===== src/rtl/req_gnt_initiator.sv =====
// rtl/req_gnt_initiator.sv - requester side of the single-pulse req/gnt handshake
module req_gnt_initiator #(
  parameter int CNT_W     = 8,
  parameter int MAX_RETRY = 3,
  parameter int BACKOFF   = 2
) (
  input  logic             clk,
  input  logic             reset_n,
  input  logic             start,
  input  logic             gnt,
  output logic             req,
  output logic             busy,
  output logic             done,
  output logic             abort,
  output logic             proto_err,
  output logic             start_drop,
  output logic [CNT_W-1:0] pending,
  output logic [CNT_W-1:0] grant_cnt,
  output logic [CNT_W-1:0] abort_cnt
);

  localparam int RW = (MAX_RETRY < 1) ? 1 : $clog2(MAX_RETRY + 1);
  localparam int BW = (BACKOFF < 2) ? 1 : $clog2(BACKOFF);
  localparam logic [RW-1:0] RETRY_MAX = RW'(MAX_RETRY);
  localparam logic [BW-1:0] BO_LAST   = BW'(BACKOFF - 1);

  typedef enum logic [2:0] {S_IDLE, S_REQ, S_WAIT, S_BACK, S_GAP} state_t;

  state_t           r_state;
  state_t           w_state_nxt;
  logic [RW-1:0]    r_retry;
  logic [RW-1:0]    w_retry_nxt;
  logic [BW-1:0]    r_bo;
  logic [BW-1:0]    w_bo_nxt;
  logic             w_grant;
  logic             w_abort;
  logic             w_retire;
  logic             w_drop;
  logic [CNT_W-1:0] w_pending_nxt;

  // A token retires in WAIT either by grant or by exhausting its retries.
  always_comb begin
    w_grant  = (r_state == S_WAIT) && gnt;
    w_abort  = (r_state == S_WAIT) && !gnt && (r_retry == RETRY_MAX);
    w_retire = w_grant || w_abort;
  end

  // Pending counter update: start and retire in the same cycle cancel out.
  always_comb begin
    w_pending_nxt = pending;
    w_drop        = 1'b0;
    if (start && !w_retire) begin
      if (&pending) begin
        w_drop = 1'b1;
      end else begin
        w_pending_nxt = pending + 1'b1;
      end
    end else if (!start && w_retire) begin
      w_pending_nxt = pending - 1'b1;
    end
  end

  // Next-state logic with retry and backoff bookkeeping.
  always_comb begin
    w_state_nxt = r_state;
    w_retry_nxt = r_retry;
    w_bo_nxt    = r_bo;
    case (r_state)
      S_IDLE: begin
        if (pending != '0) w_state_nxt = S_REQ;
      end
      S_REQ: begin
        w_state_nxt = S_WAIT;
      end
      S_WAIT: begin
        if (gnt) begin
          w_state_nxt = S_GAP;
        end else if (r_retry != RETRY_MAX) begin
          w_retry_nxt = r_retry + 1'b1;
          w_bo_nxt    = '0;
          w_state_nxt = S_BACK;
        end else begin
          w_retry_nxt = '0;
          w_state_nxt = S_GAP;
        end
      end
      S_BACK: begin
        if (r_bo == BO_LAST) begin
          w_state_nxt = S_REQ;
        end else begin
          w_bo_nxt = r_bo + 1'b1;
        end
      end
      S_GAP: begin
        w_retry_nxt = '0;
        w_state_nxt = (w_pending_nxt != '0) ? S_REQ : S_IDLE;
      end
      default: begin
        w_state_nxt = S_IDLE;
      end
    endcase
  end

  // State, counters and registered outputs; req is registered from the next state.
  always_ff @(posedge clk or negedge reset_n) begin
    if (!reset_n) begin
      r_state    <= S_IDLE;
      r_retry    <= '0;
      r_bo       <= '0;
      req        <= 1'b0;
      done       <= 1'b0;
      abort      <= 1'b0;
      proto_err  <= 1'b0;
      start_drop <= 1'b0;
      pending    <= '0;
      grant_cnt  <= '0;
      abort_cnt  <= '0;
    end else begin
      r_state    <= w_state_nxt;
      r_retry    <= w_retry_nxt;
      r_bo       <= w_bo_nxt;
      req        <= (w_state_nxt == S_REQ);
      done       <= w_grant;
      abort      <= w_abort;
      proto_err  <= proto_err | (gnt && (r_state != S_WAIT));
      start_drop <= start_drop | w_drop;
      pending    <= w_pending_nxt;
      if (w_grant) grant_cnt <= grant_cnt + 1'b1;
      if (w_abort) abort_cnt <= abort_cnt + 1'b1;
    end
  end

  assign busy = (r_state != S_IDLE);

  // req is followed by at least two low cycles.
  a_req_gap1: assert property (@(posedge clk) disable iff (!reset_n) req |=> !req);
  a_req_gap2: assert property (@(posedge clk) disable iff (!reset_n) $past(req) |=> !req);
  // A retire is either a grant or an abort, never both.
  a_done_abort: assert property (@(posedge clk) disable iff (!reset_n) done |-> !abort);
  // A dropped start only happens from a saturated pending counter.
  a_drop_full: assert property (@(posedge clk) disable iff (!reset_n)
                                $rose(start_drop) |-> &$past(pending));

endmodule


===== config.mk =====
export PLATFORM = sky130hd
export DESIGN_NAME = req_gnt_initiator
export DESIGN_NICKNAME = d
export VERILOG_FILES = /design/src/rtl/req_gnt_initiator.sv
export SDC_FILE = /design/constraint.sdc
export NUM_CORES = 1
export LEC_CHECK = 0
export CORE_ASPECT_RATIO = 0.5
export CORE_MARGIN = 3
export CORE_UTILIZATION = 40
export CTS_CLUSTER_SIZE = 40
export DETAILED_ROUTE_END_ITERATION = 12
export PLACE_DENSITY = 0.77
export SLEW_MARGIN = 0
export SYNTH_ARGS = -nofsm -noshare
export SYNTH_HDL_FRONTEND = slang
export SYNTH_SLANG_ARGS = --single-unit

===== constraint.sdc =====
create_clock -name clk -period 2 [get_ports clk]
set_input_delay 0.2 -clock clk [delete_from_list [all_inputs] [get_ports clk]]
set_output_delay 0.2 -clock clk [all_outputs]
set_load 0.02 [all_outputs]

==> results.txt <==
----------------------------------------------------
[Route]
  Detailed-route via count ... 1765
  Avg Vias per Cell ... 5.36
  Number of DRC violations after detailed-routing iteration 0 ... between 100 and 150
  Routed length per instance ... approximately 15 um
  Pre-antenna DRT Iters ... 4
  Antenna viol nets, final ... 0
  Final Routed Wirelength ... ~5000 um
  Remaining DRCs ... 0

[Global routing]
  Antenna violations before repair ... 0
  Pin count of the biggest net entering global routing ... 36
  Gr usage total ... 17.7%
  Global-route wire length before repair ... about 8300 um
  GRT overflow ... 0
  Via count of the first global-routing pass ... 1682

[Clock tree]
  Later-pin clock latency in the skew report ... 0.29 ns
  Number of buffers on the longest clock path ... 2
  Root cell of the clock tree ... clkbuf_8
  Clock sinks ... 35
  Inserted Clock Buffers ... 5
  TritonCTS clock tree ... done
  Maximum level of the CTS H-tree ... 2
  Clock transition at the registers of the reported paths ... roughly 0.080 ns

[Yosys]
  Gate count after technology mapping ... 190
  Proportion of synthesized flip-flops having asynchronous set or reset ... 100%
  Syn_nets ... ~200
  Cell taking the most area after synthesis ... dfrtp_1
  Most common cell in the synthesized netlist ... dfrtp_1
  Per-instance average area after synthesis ... between 10 and 15 sq um
  Most used DFF post-synth ... dfrtp_1
  Leading cell types by total area after synthesis ... dfrtp_1 (45%), xnor2_1 (4.9%), ha_1 (3.2%), and4_1 (3.1%), nand2_1 (2.7%)
  Ranking of synthesized cells by instance count ... dfrtp_1 (35), nand2_1 (14), nor2_1 (11), xnor2_1 (11), o21ai_0 (9)
  Number of library cell types mapped by synthesis ... 55
  EDFF count, synth ... 0
  Yosys warnings ... 0
  Proportion of netlist area held by the largest area contributor ... 44.7%
  Post-synth design cell area ... 1960 sq um
  Sequential-to-total area share from yosys stat ... 44.7%
  Post-synthesis sequential element count ... 35

[Setup path]
  FF-to-FF setup slack ... -0.03 ns
  Critical setup path kind ... flop to flop
  Worst r2r dst ... req
  Ordered list of cells on the worst path ... ha_4 -> o21ba_4 -> nand2_4 -> inv_4 -> o41ai_4 -> a22oi_2 -> nor4_2 -> a21oi_1
  Largest fanout on the critical path ... 7
  Element type at the critical path start ... flop
  Number of cells on the worst reg-to-reg path ... 8
  Largest stage delay on the critical path ... between 0.4 and 0.5 ns
  Reg2Reg Launch Point ... r_retry[1]
  Bufs and invs on worst path ... 1
  Sort of element at the end of the critical path ... flop
  Slowest CP cell ... dfrtp_1
  CP top delay family ... compound AO/OA/AOI/OAI gates
  Worst EP arrival ... 2.20 ns
  Required time of the critical path ... 2.17 ns

[Floorplanning]
  Die extent in y ... 55.5 um
  Area of the die ... 5830 sq um
  Die Width ... 105 um
  I/O pins ... 34
  Number of rows in the core area ... 17
  Standard cell core area ... 4550 sq um
  Initial Util ... 43.1%

[Layout]
  Area growth syn-to-layout ... 46.5%
  Count of inserted antenna diode cells ... 0
  Non-Filler Cell Area, Final ... between 2000 and 3000 sq um
  Number of fillers in the final layout ... between 300 and 400
  Layout cells sized above 1 ... between 30 and 40%
  FF+latch area ... approximately 880 sq um
  Final net count ... 271
  Area of combinational cells with multiple inputs ... approximately 1100 sq um

[Placement]
  Post-Place Cell Area ... approximately 2600 sq um
  Quantity of I/O buffers inserted on ports ... 33
  Sum of net half-perimeters after detailed placement ... 3570 um
  Routability cong. ... 0.955

[STA]
  Max transition margin ... between 60% and 70%
  Post-route setup slack ... -0.0262 ns
  Unrepaired setup endpoints after global routing ... true
  Max-slew violation total from the final report ... 0
  Ratio of final minimum period to clock period ... 101%
  Min Clock Period, post-route ... just over 2 ns
  Worst hold slack after final layout ... 0.323 ns
  Final-report setup violation count ... 2
  FMAX ... 494 MHz
  Least-Margin Pin Slew ... between 0.4 and 0.5 ns
  Worst-case clock skew ... between 0.005 and 0.006 ns
  Number of failing hold endpoints at the final stage ... 0
  Setup total negative slack ... -0.0524 ns

[Status]
  Outcome ... complete, but fails checks
  Failing checks ... negative setup slack

[Flow run]
  Max-cap violation count ... 0

[Min path]
  Worst hold-check path type ... input port to async pin

[Power and ir drop]
  Worst vdd rail ir drop ... 779 uV
  Leak ... 1.23 nW
  Power per standard cell area ... 1530 nW/um^2

----------------------------------------------------
-- sequential cells by signal, summed over array words and instances (netlist names) --
signal,cells
r_state,3
grant_cnt,8
abort_cnt,8
start_drop,1
done,1
proto_err,1
r_retry,2
r_bo,1
pending,8
abort,1
req,1
-- cells in the final DEF (no fill, tap or decap), types with 2 or more instances in the layout --
cell type and count:
xnor2_1 11, nor3_1 2, a211oi_2 3, nand2b_1 2
ha_1 3, a31o_2 2, dfrtp_1 34, nor4_4 2
nand2_1 14, nor3_2 2, nand4_1 5, a31oi_1 3
a21oi_1 5, clkdlybuf4s50_1 32, nor2b_1 2, buf_4 41
mux2_2 3, o21ai_0 9, and3_1 6, nand3_1 7
inv_1 6, xor2_1 4, clkbuf_8 5, nor4_1 3
or3_1 3, nor2_1 11, and4_1 7
-- per-layer routing --
layer	GRT usage, %	share of wire [%]
met1	24.2	47
met2	28.5	47
met3	3.73	5.4
met4	5.05	0.96
met5	0	0
-- cell type report --
type	instances	share of cell area, %
tap	66	2.88
multi-input combinational	139	39.5
inverter	7	1.00
clock buffer	5	2.40
timing repair buffer	74	22.2
sequential	35	30.5
clock inverter	3	1.53
-- stage by stage --
step / worst slack [ns] / total power [mW] / instances / utilization [%]
after floorplan: 0.0898 / 2.45 / 190 / -
after global placement: -0.181 / 3.37 / 315 / 56.7
after detailed placement: -0.238 / 3.42 / 315 / 56.7
after CTS: 0.00555 / 4.27 / 328 / 61.5
after global routing: -0.116 / 4.68 / 329 / 63.1
final: -0.0262 / 4.39 / 329 / 63.1
-- worst register-to-register path, cell delays in order (launching register included) --
cell and delay (ns):
dfrtp_1 0.43, ha_4 0.20, o21ba_4 0.24, nand2_4 0.09, inv_4 0.05, o41ai_4 0.32
a22oi_2 0.14, nor4_2 0.32, a21oi_1 0.12
-- worst max-delay path by stage --
stage / startpoint / to / slack [ns] / cells past startpoint
final: r_retry[1] / req / -0.03 / 8
after global routing: pending[0] / req / -0.12 / 8
after CTS: pending[1] / r_state[0] / 0.006 / 7
after detailed placement: start / r_state[0] / -0.24 / 7
after global placement: start / req / -0.18 / 7
after floorplan: r_retry[0] / r_state[0] / 0.09 / 8
-- cell families (layout without fill, tap and decap cells) --
group,Yosys count,count (layout),synth area share (%)
xor gates and xnor gates,15,15,6.70
AOI/OAI and AO/OA,43,43,17.1
DFF,35,35,44.7
buffers and inverters,16,89,4.21
and+or+nand+nor,72,72,21.9
adders and majority gates,5,5,3.19
muxes,4,4,2.23
-- power breakdown --
| group | internal (mW) | switching (mW) | total, mW |
|---|---|---|---|
| Clock | 0.371 | 0.279 | 0.650 |
| Combinational | 1.21 | 1.29 | 2.50 |
| Sequential | 0.943 | 0.295 | 1.24 |
-- repair_timing --
action	CTS	global route
pin swaps	7	6
hold buffers	0	0
endpoints found under the setup margin	3	2
resized for setup	12	10
buffers inserted	5	1
(Power assumes the default switching activity.)
